==> src/rtl/extmem_burst_reader_if.sv <==
// Bank-side port of extmem_burst_reader: tagged read requests out, tagged response beats in.
// The reader uses the master modport; a memory bank model or controller uses the slave modport.
interface extmem_burst_reader_if #(
    parameter int ADDRESS_WIDTH = 32,
    parameter int DATA_WIDTH    = 128,
    parameter int TAG_WIDTH     = 2,
    parameter int BE_WIDTH      = 16
);
    logic                     req;
    logic                     ce;
    logic                     w;
    logic [ADDRESS_WIDTH-1:0] a;
    logic [TAG_WIDTH-1:0]     tag;
    logic [DATA_WIDTH-1:0]    d;
    logic [BE_WIDTH-1:0]      be;
    logic                     ready;
    logic                     valid;
    logic [DATA_WIDTH-1:0]    q;
    logic [TAG_WIDTH-1:0]     qtag;

    modport master (
        output req, ce, w, a, tag, d, be,
        input  ready, valid, q, qtag
    );

    modport slave (
        input  req, ce, w, a, tag, d, be,
        output ready, valid, q, qtag
    );
endinterface

==> src/rtl/extmem_burst_reader.sv <==
// Credit-limited burst reader: issues tagged reads, buffers returned beats, streams them out.
// Define EXTMEM_RD_CHECKSUM_EN to add the XOR checksum port over delivered beats.
module extmem_burst_reader #(
    parameter int ADDRESS_WIDTH = 32,
    parameter int DATA_WIDTH    = 128,
    parameter int TAG_WIDTH     = 2,
    parameter int BE_WIDTH      = 16,
    parameter int LEN_WIDTH     = 16,
    parameter int ADDR_STEP     = 1
) (
    input  logic                     clk,
    input  logic                     rst,
    input  logic                     start,
    input  logic [ADDRESS_WIDTH-1:0] base_addr,
    input  logic [LEN_WIDTH-1:0]     num_beats,
    output logic                     busy,
    output logic                     done,
    output logic                     err,
    extmem_burst_reader_if.master    bank,
    output logic                     out_valid,
    output logic [DATA_WIDTH-1:0]    out_data,
    input  logic                     out_ready
`ifdef EXTMEM_RD_CHECKSUM_EN
    ,
    output logic [DATA_WIDTH-1:0]    checksum
`endif
);

    localparam int DEPTH = 1 << TAG_WIDTH;
    localparam int CW    = TAG_WIDTH + 1;
    localparam logic [CW:0]   CREDITS = (CW + 1)'(DEPTH);
    localparam logic [CW-1:0] FULL    = CW'(DEPTH);

    typedef enum logic [1:0] {
        IDLE,
        RUN,
        FIN
    } state_t;

    state_t state;
    state_t state_next;

    logic [ADDRESS_WIDTH-1:0] addr;
    logic [LEN_WIDTH-1:0]     len;
    logic [LEN_WIDTH-1:0]     len_next;
    logic [LEN_WIDTH-1:0]     issued;
    logic [LEN_WIDTH-1:0]     issued_next;
    logic [LEN_WIDTH-1:0]     delivered;
    logic [TAG_WIDTH-1:0]     received;
    logic [CW-1:0]            outstanding;
    logic [CW-1:0]            outstanding_next;
    logic [CW-1:0]            fifo_count;
    logic [CW-1:0]            fifo_count_next;
    logic [CW:0]              credit_used;
    logic                     req_q;
    logic                     req_next;
    logic                     err_q;

    logic                     accept;
    logic                     issue;
    logic                     push;
    logic                     pop;
    logic                     last_pop;

    logic [DATA_WIDTH-1:0]    mem [DEPTH];
    logic [TAG_WIDTH-1:0]     wr_ptr;
    logic [TAG_WIDTH-1:0]     rd_ptr;

    assign accept    = (state == IDLE) && start;
    assign issue     = req_q && bank.ready;
    assign push      = bank.valid && (outstanding != '0);
    assign out_valid = (fifo_count != '0);
    assign pop       = out_valid && out_ready;
    assign last_pop  = pop && (state == RUN) && (delivered == len - LEN_WIDTH'(1));

    // NOTE: sequential state uses non-blocking assignments so every register samples pre-edge values.
    always_ff @(posedge clk or posedge rst) begin
        if (rst) begin
            state <= IDLE;
        end else begin
            state <= state_next;
        end
    end

    // NOTE: every output of a combinational block gets a default first, so no path can infer a latch.
    always_comb begin
        state_next = state;
        busy       = 1'b0;
        done       = 1'b0;
        unique case (state)
            IDLE: begin
                if (start) begin
                    state_next = (num_beats == '0) ? FIN : RUN;
                end
            end
            RUN: begin
                busy = 1'b1;
                if (last_pop) begin
                    state_next = FIN;
                end
            end
            FIN: begin
                busy       = 1'b1;
                done       = 1'b1;
                state_next = IDLE;
            end
            default: begin
                state_next = IDLE;
            end
        endcase
    end

    // A response moves one credit from outstanding to the FIFO; only a stream pop returns it.
    always_comb begin
        len_next         = accept ? num_beats : len;
        issued_next      = accept ? '0 : issued + LEN_WIDTH'(issue);
        outstanding_next = accept ? '0 : outstanding + CW'(issue) - CW'(push);
        fifo_count_next  = fifo_count + CW'(push) - CW'(pop);
        credit_used      = {1'b0, outstanding_next} + {1'b0, fifo_count_next};
        req_next         = (state_next == RUN) && (issued_next < len_next)
                           && (credit_used < CREDITS);
    end

    always_ff @(posedge clk or posedge rst) begin
        if (rst) begin
            len         <= '0;
            issued      <= '0;
            outstanding <= '0;
            fifo_count  <= '0;
            req_q       <= 1'b0;
            addr        <= '0;
            received    <= '0;
            delivered   <= '0;
            err_q       <= 1'b0;
            wr_ptr      <= '0;
            rd_ptr      <= '0;
        end else begin
            len         <= len_next;
            issued      <= issued_next;
            outstanding <= outstanding_next;
            fifo_count  <= fifo_count_next;
            req_q       <= req_next;

            if (accept) begin
                addr <= base_addr;
            end else if (issue) begin
                addr <= addr + ADDRESS_WIDTH'(ADDR_STEP);
            end

            if (accept) begin
                received <= '0;
            end else if (push) begin
                received <= received + TAG_WIDTH'(1);
            end

            if (accept) begin
                delivered <= '0;
            end else if (pop) begin
                delivered <= delivered + LEN_WIDTH'(1);
            end

            // Unsolicited beats and out-of-order tags both latch the sticky error.
            if (accept) begin
                err_q <= 1'b0;
            end else if (bank.valid && ((outstanding == '0) || (bank.qtag != received))) begin
                err_q <= 1'b1;
            end

            if (push) begin
                wr_ptr <= wr_ptr + TAG_WIDTH'(1);
            end
            if (pop) begin
                rd_ptr <= rd_ptr + TAG_WIDTH'(1);
            end
        end
    end

    // NOTE: the beat storage is not reset; out_data is masked while empty, so stale words never escape.
    always_ff @(posedge clk) begin
        if (push) begin
            mem[wr_ptr] <= bank.q;
        end
    end

    assign out_data = out_valid ? mem[rd_ptr] : '0;

    assign bank.req = req_q;
    assign bank.ce  = req_q;
    assign bank.w   = 1'b0;
    assign bank.a   = addr;
    assign bank.tag = issued[TAG_WIDTH-1:0];
    assign bank.d   = '0;
    assign bank.be  = {BE_WIDTH{1'b1}};
    assign err      = err_q;

`ifdef EXTMEM_RD_CHECKSUM_EN
    always_ff @(posedge clk or posedge rst) begin
        if (rst) begin
            checksum <= '0;
        end else if (accept) begin
            checksum <= '0;
        end else if (pop) begin
            checksum <= checksum ^ out_data;
        end
    end
`endif

    // The credit limit keeps outstanding + occupancy within DEPTH, so a full FIFO never sees a push.
    assert property (@(posedge clk) disable iff (rst) !(push && (fifo_count == FULL)));

endmodule
==> src/flat_wrapper.sv <==
// flat-port wrapper written by rule: the top's interface ports become plain ports
module extmem_burst_reader_flat 
#(
    parameter int ADDRESS_WIDTH = 32,
    parameter int DATA_WIDTH    = 128,
    parameter int TAG_WIDTH     = 2,
    parameter int BE_WIDTH      = 16,
    parameter int LEN_WIDTH     = 16,
    parameter int ADDR_STEP     = 1
)
  (clk, rst, start, base_addr, num_beats, busy, done, err, out_valid, out_data, out_ready, bank_req, bank_ce, bank_w, bank_a, bank_tag, bank_d, bank_be, bank_ready, bank_valid, bank_q, bank_qtag);
  extmem_burst_reader_if #(.ADDRESS_WIDTH(ADDRESS_WIDTH), .DATA_WIDTH(DATA_WIDTH), .TAG_WIDTH(TAG_WIDTH), .BE_WIDTH(BE_WIDTH)) bank_i ();
  input  logic clk;
  input  logic rst;
  input  logic start;
  input  logic [ADDRESS_WIDTH-1:0] base_addr;
  input  logic [LEN_WIDTH-1:0] num_beats;
  output logic busy;
  output logic done;
  output logic err;
  output logic out_valid;
  output logic [DATA_WIDTH-1:0] out_data;
  input  logic out_ready;
  output wire logic [$bits(bank_i.req)-1:0] bank_req;
  output wire logic [$bits(bank_i.ce)-1:0] bank_ce;
  output wire logic [$bits(bank_i.w)-1:0] bank_w;
  output wire logic [$bits(bank_i.a)-1:0] bank_a;
  output wire logic [$bits(bank_i.tag)-1:0] bank_tag;
  output wire logic [$bits(bank_i.d)-1:0] bank_d;
  output wire logic [$bits(bank_i.be)-1:0] bank_be;
  input wire logic [$bits(bank_i.ready)-1:0] bank_ready;
  input wire logic [$bits(bank_i.valid)-1:0] bank_valid;
  input wire logic [$bits(bank_i.q)-1:0] bank_q;
  input wire logic [$bits(bank_i.qtag)-1:0] bank_qtag;
  assign bank_req = bank_i.req;
  assign bank_ce = bank_i.ce;
  assign bank_w = bank_i.w;
  assign bank_a = bank_i.a;
  assign bank_tag = bank_i.tag;
  assign bank_d = bank_i.d;
  assign bank_be = bank_i.be;
  assign bank_i.ready = bank_ready;
  assign bank_i.valid = bank_valid;
  assign bank_i.q = bank_q;
  assign bank_i.qtag = bank_qtag;
  extmem_burst_reader #(.ADDRESS_WIDTH(ADDRESS_WIDTH), .DATA_WIDTH(DATA_WIDTH), .TAG_WIDTH(TAG_WIDTH), .BE_WIDTH(BE_WIDTH), .LEN_WIDTH(LEN_WIDTH), .ADDR_STEP(ADDR_STEP)) u_core (.clk(clk), .rst(rst), .start(start), .base_addr(base_addr), .num_beats(num_beats), .busy(busy), .done(done), .err(err), .bank(bank_i), .out_valid(out_valid), .out_data(out_data), .out_ready(out_ready));
endmodule
==> config.mk <==
export PLATFORM = sky130hd
export DESIGN_NAME = extmem_burst_reader_flat
export DESIGN_NICKNAME = d
export VERILOG_FILES = /design/src/rtl/extmem_burst_reader_if.sv /design/src/rtl/extmem_burst_reader.sv /design/src/flat_wrapper.sv
export SDC_FILE = /design/constraint.sdc
export NUM_CORES = 1
export LEC_CHECK = 0
export ABC_AREA = 1
export CAP_MARGIN = 20
export CORE_ASPECT_RATIO = 0.6
export CORE_MARGIN = 2
export CORE_UTILIZATION = 35
export CTS_BUF_LIST = sky130_fd_sc_hd__clkbuf_8
export DETAILED_ROUTE_END_ITERATION = 10
export SLEW_MARGIN = 20
export SYNTH_ARGS = -nofsm -noshare
export SYNTH_HDL_FRONTEND = slang
export SYNTH_SLANG_ARGS = --single-unit
==> constraint.sdc <==
create_clock -name clk -period 16.72 [get_ports clk]
set_input_delay 1.672 -clock clk [delete_from_list [all_inputs] [get_ports clk]]
set_output_delay 1.672 -clock clk [all_outputs]
set_load 0.005 [all_outputs]
==> qor.txt, run 1 <==
Clock power frac: 20.6%
Worst path max stage delay: 0.89 ns
Leak: 0.0122 µW
PwrDens: 174 mW/mm²
Slew @ Worst Pin: 1.04 ns
Yosys cell types: 54
Most numerous cell in the Yosys netlist: nor2_1
Syn Area/Cell: 10.7 µm²
Ratio of cells with drive above 1 in the final layout: 6.23%
Crit-path max FO: 70
Hold Crit Class: flip-flop to flip-flop
Slew headroom: 30.7%
Total of max-cap violations: 0
Largest net degree at the start of global routing: 129
Crit path arrival time: 4.25 ns
Die H: 220 µm
Sequential share of power: 38.2%
Pre-CTS WS: 11.16 ns
Post CTS Setup Buffer Count: 0
Sink Count: 608
Fmax: 0.169 GHz
Required @ worst endpoint: 15.05 ns
Status: finished clean
Port Buffers: 351
DRT antenna net count: 0
H-Tree Depth: 3
CTS Buffer Depth: 3
Combinational power share: 41.1%
Core ar.: 0.0772 mm²
Dominant cells by area after synthesis: edfxtp_1, dfrtp_1, nor2_1, o21ai_0, buf_4
Final slew viol count: 0
Leading area contributor after synthesis: edfxtp_1
TritonCTS buffer count: 94
Final setup vio count: 0
Startpoint Class: flip-flop
P&R area growth vs syn: 21.2%
# IOs: 497
Unrepaired setup endpoints after global routing: false
Number of flops mapped to enable cells by yosys: 512
DRT iter0 DRCs: 1496
Nets: 3098
GP Congestion: 0.873
Initial antenna violation count: 7
Synth Cell Area: 0.0272 mm²
Worst-path cell chain: buf_4 -> buf_4 -> nor2_1 -> nor2_1 -> o21ai_0 -> a21oi_1 -> clkdlybuf4s50_1
DP HPWL: 42.8 mm
Sw power: 2170 µW
Vias in the first global route: 17700
Top_reg_cell synth: edfxtp_1
Die area: 0.0800 mm²
Total iterations of the first detailed-routing run: 5
Yosys warning count: 0
Final Hold Violating Endpoints: 0
CTS tree: built
Drt wl/cell: 17.8 µm
Sequential share of the synthesized area: 65.4%
CTS Root Cell: clkbuf_8
CTS resizes: 0
Routed WL: 71.5 mm
VDD IR max: 0.104 mV
Internal: 3560 µW
Global-route wire length before repair: 107 mm
Sw frac: 37.9%
Setup TNS: 0 ns
Row cnt: 79
Synth Instances: 2534
Fin crit period: 5.92 ns
Synth async-reset ratio: 15.8%
Worst-Skew Late Latency: 0.79 ns
Clock Skew: 0.0577 ns
Critical path class: flip-flop to primary output
Remaining DRCs: 0
Via-per-instance ratio: 4.67
Initial core utilization: 35.2%
Share of the synthesized area in the top cell type: 56.6%
Master of the slowest instance on the critical path: dfrtp_4
Synth cell count leaders: nor2_1, edfxtp_1, o21ai_0
Via count: 18700
Setup WS post-layout: 10.80 ns
Grt ovf: 0
Seq cells post-synth: 608
Critical Path Sink Type: primary output
Gr usage total: 17.5%
Final Cycle Share: 35.4%
Die X: 364 µm
# hold bufs at CTS: 0
Clock Pin Slew Worst Setup and Hold Paths: 0.06 ns
metrics by stage:
stage	cell area [µm²]	total power, µW	hold slack (ns)	std cells	utilization, %
6_report	32900	5730	0.482	4010	42.7
5_1_grt	32900	6130	0.500	4007	42.7
4_1_cts	32900	5800	0.473	4004	42.6
3_5_place_dp	31200	4590	0.465	3835	40.4
3_3_place_gp	31200	4580	0.471	3835	40.4
2_1_floorplan	27700	3450	0.436	2677	-
power groups by stage:
stage	Sequential [µW]	Combinational, µW	Clock (µW)
5_1_grt	2220	2620	1290
6_report	2190	2360	1180
3_3_place_gp	2220	2370	0
3_5_place_dp	2220	2370	0
2_1_floorplan	2170	1280	0
4_1_cts	2190	2390	1220
layout make-up:
| class | instances | area [µm²] |
|---|---|---|
| clock inverters | 75 | 433 |
| clock buffers | 94 | 1290 |
| well taps | 1053 | 1320 |
| multi-input cells | 1661 | 7840 |
| flip-flops and latches | 608 | 17800 |
| repair buffers | 374 | 3710 |
| diodes | 5 | 12.5 |
| fillers | 7341 | 44300 |
| inverters | 140 | 538 |
metal layers:
metal	vias up	global-route usage [%]	part of all wire [%]
met2	532	25.8	44
met3	100	5.18	7.2
li1	9114	-	-
met1	8962	25.2	47
met4	10	4.41	1.5
met5	-	0	0.098
sequential cells by signal, indices dropped and copies added (netlist names):
register / flops
u_core.wr_ptr: 2
u_core.issued: 16
u_core.len: 16
u_core.fifo_count: 3
u_core.state: 2
u_core.delivered: 16
u_core.rd_ptr: 2
u_core.bank.a: 32
u_core.bank.ce: 1
u_core.received: 2
u_core.outstanding: 3
u_core.mem: 512
u_core.err: 1
path summary, 6_finish.rpt:
path	startpoint	endpoint	slack [ns]	cells after the start
min	u_core.issued[15]	u_core.issued[15]	0.48	1
max in group asynchronous	rst	u_core.rd_ptr[0]	14.12	3
min in group asynchronous	rst	u_core.bank.a[3]	1.34	2
max	u_core.rd_ptr[0]	out_data[29]	10.80	7
max reg2reg	u_core.bank.ce	u_core.bank.ce	12.57	19
min reg2reg	u_core.issued[15]	u_core.issued[15]	0.48	1
critical path: cells and delay by family, from the launching register on:
| family | cells | cell delay (ns) |
|---|---|---|
| buffers and inverters | 3 | 1.95 |
| flip-flops | 1 | 0.89 |
| AO/OA/AOI/OAI | 2 | 0.36 |
| AND/OR/NAND/NOR | 2 | 0.23 |
layout by cell type (no fill, tap or decap), types with 13 or more instances in the layout:
cell,n
clkdlybuf4s50_1,351
inv_1,165
nor3_1,16
nor2_1,602
o21ai_1,13
a21oi_1,169
clkbuf_8,94
nand2_1,180
o21ai_0,325
edfxtp_1,512
ha_1,33
dfrtp_1,94
o211ai_1,13
buf_4,21
nand3_1,46
nand4_1,16
conb_1,145
xor2_1,17
clkinv_1,25
cells by family after synthesis:
kind of cell             count (synthesis)  share of synthesized area [%]
AND/OR/NAND/NOR                        908                           13.8
flip-flops                             608                           65.4
AO/OA/AOI/OAI                          547                           10.5
buffers and inverters                  408                           7.82
adder cells (fa/ha/maj)                 35                           1.67
XOR/XNOR                                26                          0.838
other                                    2                         0.0276
No activity file was read; power rests on OpenSTA's default activity.
==> run 2, diff against run 1 <==
- clock period: 16.72 -> 5.4 ns (I/O delays scaled with it)
==> run 2 against run 1 <==
Effect of this change:
- combinational power grew to 3.2 times the previous value
- final area grew 0.49%
- die area did not move
- clock-buffer cell count increased by 1
- setup slack worse by 9.9 ns
- worst hold slack lost 0.14 ns
- final cell count up 0.25%
- register-to-register slack got worse by 11 ns
- sequential cell count stayed put
- sequential share of layout area down 0.26 points
- clock power grew to 3.1 times the previous value
- clock skew shrank 0.0085 ns
- largest power group unchanged
==> qor.txt, run 2 (synthesis gave the netlist of run 1 again) <==
PwrDens: 539 mW/mm² (+210%)
Largest net degree at the start of global routing: 219 (+70%)
Total iterations of the first detailed-routing run: 7 (+2)
Clock Skew: 0.0492 ns (-0.00855 ns)
Row cnt: 79 (unchanged)
Die area: 0.0800 mm² (unchanged)
Max reg flops: 512 (unchanged)
Leak: 0.0123 µW (+0.44%)
Hold_ws: 0.338 ns (-0.144 ns)
Design Area, Final: 0.0331 mm² (+0.49%)
Global-route wire length before repair: 107 mm (+0.34%)
Slew @ Worst Pin: 1.01 ns (-0.0348 ns)
DRT iter0 DRCs: 1271 (-15%)
Gr usage total: 17.6% (+0.061 points)
CTS Root Cell: clkbuf_8
Most frequent cells in the layout: nor2_1, edfxtp_1, clkdlybuf4s50_1
Initial core utilization: 35.2% (unchanged)
# fillers: 7254 (-1.2%)
Fmax: 0.220 GHz
Die H: 220 µm (unchanged)
Crit-path max FO: 110 (+57%)
Final Cycle Share: 84.1%
Total of max-cap violations: 0 (unchanged)
DRT antenna net count: 0 (unchanged)
Critical path class: flip-flop to primary output
Routed WL: 71.8 mm (+0.37%)
Nets: 3106 (+0.26%)
Largest Register: u_core.mem
Final slew viol count: 0 (unchanged)
Final Power: 17800 µW (+210%)
CTS Buffer Depth: 3 (unchanged)
Critical Path Sink Type: primary output
Vias in the first global route: 17600 (-0.42%)
Placed cell areas: 0.0313 mm² (+0.50%)
Hold Crit Class: primary input to async pin
Most common cell after layout, fill and taps aside: nor2_1
Die X: 364 µm (unchanged)
Status: finished clean
Worst-Skew Late Latency: 0.76 ns (-0.03 ns)
Ratio of cells with drive above 1 in the final layout: 6.76% (+0.52 points)
Startpoint Class: flip-flop
Final setup vio count: 0 (unchanged)
Post CTS Setup Buffer Count: 0 (unchanged)
Remaining DRCs: 0 (unchanged)
Grt ovf: 0 (unchanged)
Required @ worst endpoint: 4.86 ns (-10.19 ns)
H-Tree Depth: 3 (unchanged)
Post-layout util: 42.9% (+0.21 points)
CTS tree: built
Initial antenna violation count: 9 (+2)
P&R area growth vs syn: 21.8%
# hold bufs at CTS: 0 (unchanged)
Crit path arrival time: 4.00 ns (-0.25 ns)
# IOs: 497 (unchanged)
Unrepaired setup endpoints after global routing: false
GP Congestion: 0.846 (-3.1%)
Drt wl/cell: 17.9 µm (+0.12%)
DP HPWL: 43.6 mm (+1.9%)
CTS resizes: 0 (unchanged)
Slew headroom: 33.0% (+2.3 points)
TritonCTS buffer count: 93 (-1.1%)
Sink Count: 608 (unchanged)
Via count: 18800 (+0.45%)
VDD IR max: 0.307 mV (+200%)
Fin crit period: 4.54 ns
Final Hold Violating Endpoints: 0 (unchanged)
Port Buffers: 351 (unchanged)
Via-per-instance ratio: 4.68 (+0.20%)
Clock Pin Slew Worst Setup and Hold Paths: 0.07 ns (about the same)
Core ar.: 0.0772 mm² (unchanged)
==> run 2: critical path: stages (launching register included) <==
cell	delay, ns
dfrtp_4	0.76
buf_12	0.49
buf_16	0.36
nor2_1	0.10
nor2_1	0.09
o21ai_0	0.11
a21oi_1	0.44
clkdlybuf4s50_1	0.60
==> run 2: layout make-up <==
type / count / area (µm²) / share of cell area (%)
timing repair buffer: 383 / 3870 / 11.7
clock buffer: 95 / 1310 / 3.95
sequential: 608 / 17800 / 53.7
clock inverter: 73 / 408 / 1.23
multi-input combinational: 1661 / 7850 / 23.7
antenna: 7 / 17.5 / 0.0529
inverter: 140 / 538 / 1.63
tap: 1053 / 1320 / 3.98
==> run 2: path summary, 6_finish.rpt <==
path                                   start                 to  slack [ns]  cells past startpoint
setup / recovery            u_core.rd_ptr[0]      out_data[113]        0.86                      7
hold / removal                           rst    u_core.state[0]        0.34                      2
setup reg to reg              u_core.bank.ce     u_core.bank.ce        1.38                     19
hold reg to reg            u_core.issued[15]  u_core.issued[15]        0.49                      1
max in group asynchronous                rst      u_core.len[3]        4.06                      3
min in group clk                base_addr[3]   u_core.bank.a[3]        0.39                      3
==> run 2: report_power, final <==
part           internal [µW]  total (µW)  leakage [µW]  switching (µW)
combinational           3200        7500       0.00543            4300
clock                   1750        3640      0.000982            1890
sequential              6160        6710       0.00587             553
==> run 2: through the flow <==
stage / worst slack (ns) / setup TNS, ns / std cells
4_1_cts: 1.04 / 0 / 4012
2_1_floorplan: -1.30 / -663.96 / 2677
5_1_grt: 0.649 / 0 / 4017
3_5_place_dp: 0.906 / 0 / 3844
3_3_place_gp: 0.910 / 0 / 3844
6_report: 0.859 / 0 / 4020
==> run 2: per-layer routing <==
metal / GRT usage [%] / share of wire, % / vias up
li1: - / - / 9138
met1: 25.4 / 48 / 9031
met2: 25.6 / 43 / 505
met3: 5.23 / 6.7 / 119
met4: 4.73 / 1.9 / 10
met5: 0 / 0.093 / -
==> run 3, diff against run 2 <==
- clock period: 5.4 -> 4.1 ns (I/O delays scaled with it)
==> run 3 against run 2 <==
Effect of this change:
- final area up 0.23%
- worst hold slack worse by 0.16 ns
- clock skew down 0.014 ns
- routed wire length up 0.28%
- utilization up 0.10 points
- first-iteration DRC count up 12%
- critical endpoint is now out_data[25]
==> qor.txt, run 3 (synthesis gave the netlist of run 1 again) <==
Status: finished clean
Vias in the first global route: 17700 (+0.39%)
Leak: 0.0124 µW (+0.57%)
Area of the multi-input gates: 0.00784 mm² (about the same)
Fmax: 0.279 GHz
GP Congestion: 0.820 (-3.0%)
Slew @ Worst Pin: 1.13 ns (+0.124 ns)
Final Cycle Share: 87.3%
H-Tree Depth: 3 (unchanged)
Drt wl/cell: 17.9 µm (+0.21%)
# IOs: 497 (unchanged)
Most common cell after layout, fill and taps aside: nor2_1
Global-route wire length before repair: 108 mm (+0.54%)
Startpoint Class: flip-flop
Initial antenna violation count: 10 (+1)
Initial core utilization: 35.2% (unchanged)
Met2 routed WL: 30.7 mm (-0.95%)
Unrepaired setup endpoints after global routing: false
Most frequent cells in the layout: nor2_1, edfxtp_1, clkdlybuf4s50_1
R2r endpoint: u_core.bank.ce
Die X: 364 µm (unchanged)
Core ar.: 0.0772 mm² (unchanged)
P&R area growth vs syn: 22.1%
Clock Pin Slew Worst Setup and Hold Paths: 0.06 ns (about the same)
Seq. cell area: 0.0178 mm² (unchanged)
Routed WL: 72.0 mm (+0.28%)
DP HPWL: 43.9 mm (+0.57%)
Row cnt: 79 (unchanged)
Worst-path cell chain: buf_12 -> nor2_1 -> nor2_1 -> o21ai_0 -> a21oi_1 -> clkdlybuf4s50_1
Crit-path most repeated cell: nor2_1
CTS resizes: 0 (unchanged)
Largest net degree at the start of global routing: 170 (-22%)
# fillers: 7281 (+0.37%)
# hold bufs at CTS: 0 (unchanged)
Critical path class: flip-flop to primary output
Reg-to-reg slack, setup: 0.52 ns (-0.86 ns)
Total of max-cap violations: 0 (unchanged)
Master of the slowest instance on the critical path: clkdlybuf4s50_1
Sink Count: 608 (unchanged)
Fin crit period: 3.58 ns
Grt ovf: 0 (unchanged)
Ratio of cells with drive above 1 in the final layout: 6.85% (+0.094 points)
Remaining DRCs: 0 (unchanged)
CTS Root Cell: clkbuf_8
CTS tree: built
Setup WS post-layout: 0.520 ns (-0.339 ns)
Die H: 220 µm (unchanged)
PwrDens: 707 mW/mm² (+31%)
DRT antenna net count: 0 (unchanged)
Pre-CTS WS: 0.223 ns (-0.683 ns)
Post-layout util: 43.0% (+0.10 points)
Hold Crit Class: primary input to async pin
Nets: 3117 (+0.35%)
Critical Path Sink Type: primary output
DRT iter0 DRCs: 1421 (+12%)
Max reg flops: 512 (unchanged)
Crit path arrival time: 3.17 ns (-0.83 ns)
Via-per-instance ratio: 4.67 (about the same)
Largest Register: u_core.mem
Clock Skew: 0.0352 ns (-0.0140 ns)
Reg2reg path depth: 19 (unchanged)
CTS Buffer Depth: 3 (unchanged)
Final Power: 23500 µW (+31%)
Via count: 18800 (-0.016%)
Routed wl met3: 4.59 mm (-5.2%)
Worst path max stage delay: 0.56 ns (-0.20 ns)
Setup TNS: 0 ns (unchanged)
Final Hold Violating Endpoints: 0 (unchanged)
Die area: 0.0800 mm² (unchanged)
Crit-path max FO: 169 (+54%)
VDD IR max: 0.625 mV (+100%)
Required @ worst endpoint: 3.69 ns (-1.17 ns)
Port Buffers: 351 (unchanged)
Final setup vio count: 0 (unchanged)
Post CTS Setup Buffer Count: 0 (unchanged)
RR Startpoint: u_core.bank.ce
Worst-Skew Late Latency: 0.78 ns (+0.02 ns)
Slew headroom: 24.7% (-8.3 points)
Routed met1 length: 35.1 mm (+1.7%)
Final slew viol count: 0 (unchanged)
Total iterations of the first detailed-routing run: 5 (-2)
Gr usage total: 17.7% (+0.081 points)
TritonCTS buffer count: 95 (+2.2%)
Uppermost layer routed: met5
-- run 3: power breakdown --
part,switching [µW],internal [µW]
registers,574,8110
logic,5760,4290
clock network,2480,2240
total,8820,14600
-- run 3: final cells by class --
| type | count | share of cell area, % |
|---|---|---|
| Sequential cell | 608 | 53.6 |
| Multi-Input combinational cell | 1661 | 23.6 |
| Timing Repair Buffer | 392 | 12.0 |
| Tap cell | 1053 | 3.97 |
| Clock buffer | 95 | 3.94 |
| Inverter | 140 | 1.62 |
| Clock inverter | 67 | 1.11 |
| Antenna cell | 7 | 0.0528 |
-- run 3: worst max-delay path: cells and delay by family, from the launching register on --
kind | cells | cell delay (ns)
AND/OR/NAND/NOR | 2 | 0.21
AO/OA/AOI/OAI | 2 | 0.40
buffers and inverters | 2 | 1.09
flip-flops | 1 | 0.47
-- run 3: per-stage QoR --
step	instances	cell area, µm²	hold slack [ns]
final	4023	33200	0.181
after global placement	3854	31500	0.470
after detailed placement	3854	31500	0.458
after floorplan	2677	27700	0.436
after global routing	4019	33200	0.206
after CTS	4016	33200	0.129
-- run 3: worst max path at each step --
stage / from / endpoint / slack (ns) / cells past startpoint
floorplan: u_core.outstanding[1] / u_core.mem[0][0] / -0.39 / 4
global placement: bank_ready / u_core.bank.ce / 0.26 / 20
detailed placement: bank_ready / u_core.bank.ce / 0.22 / 19
CTS: u_core.fifo_count[2] / out_data[98] / 0.48 / 6
global route: u_core.bank.ce / u_core.bank.ce / 0.18 / 19
finish: u_core.rd_ptr[0] / out_data[25] / 0.52 / 6
-- run 3: per-layer routing --
layer	up-vias	global-route usage, %
li1	9155	-
met1	8999	25.9
met2	521	25.4
met3	115	5.01
met4	10	4.97
met5	-	0
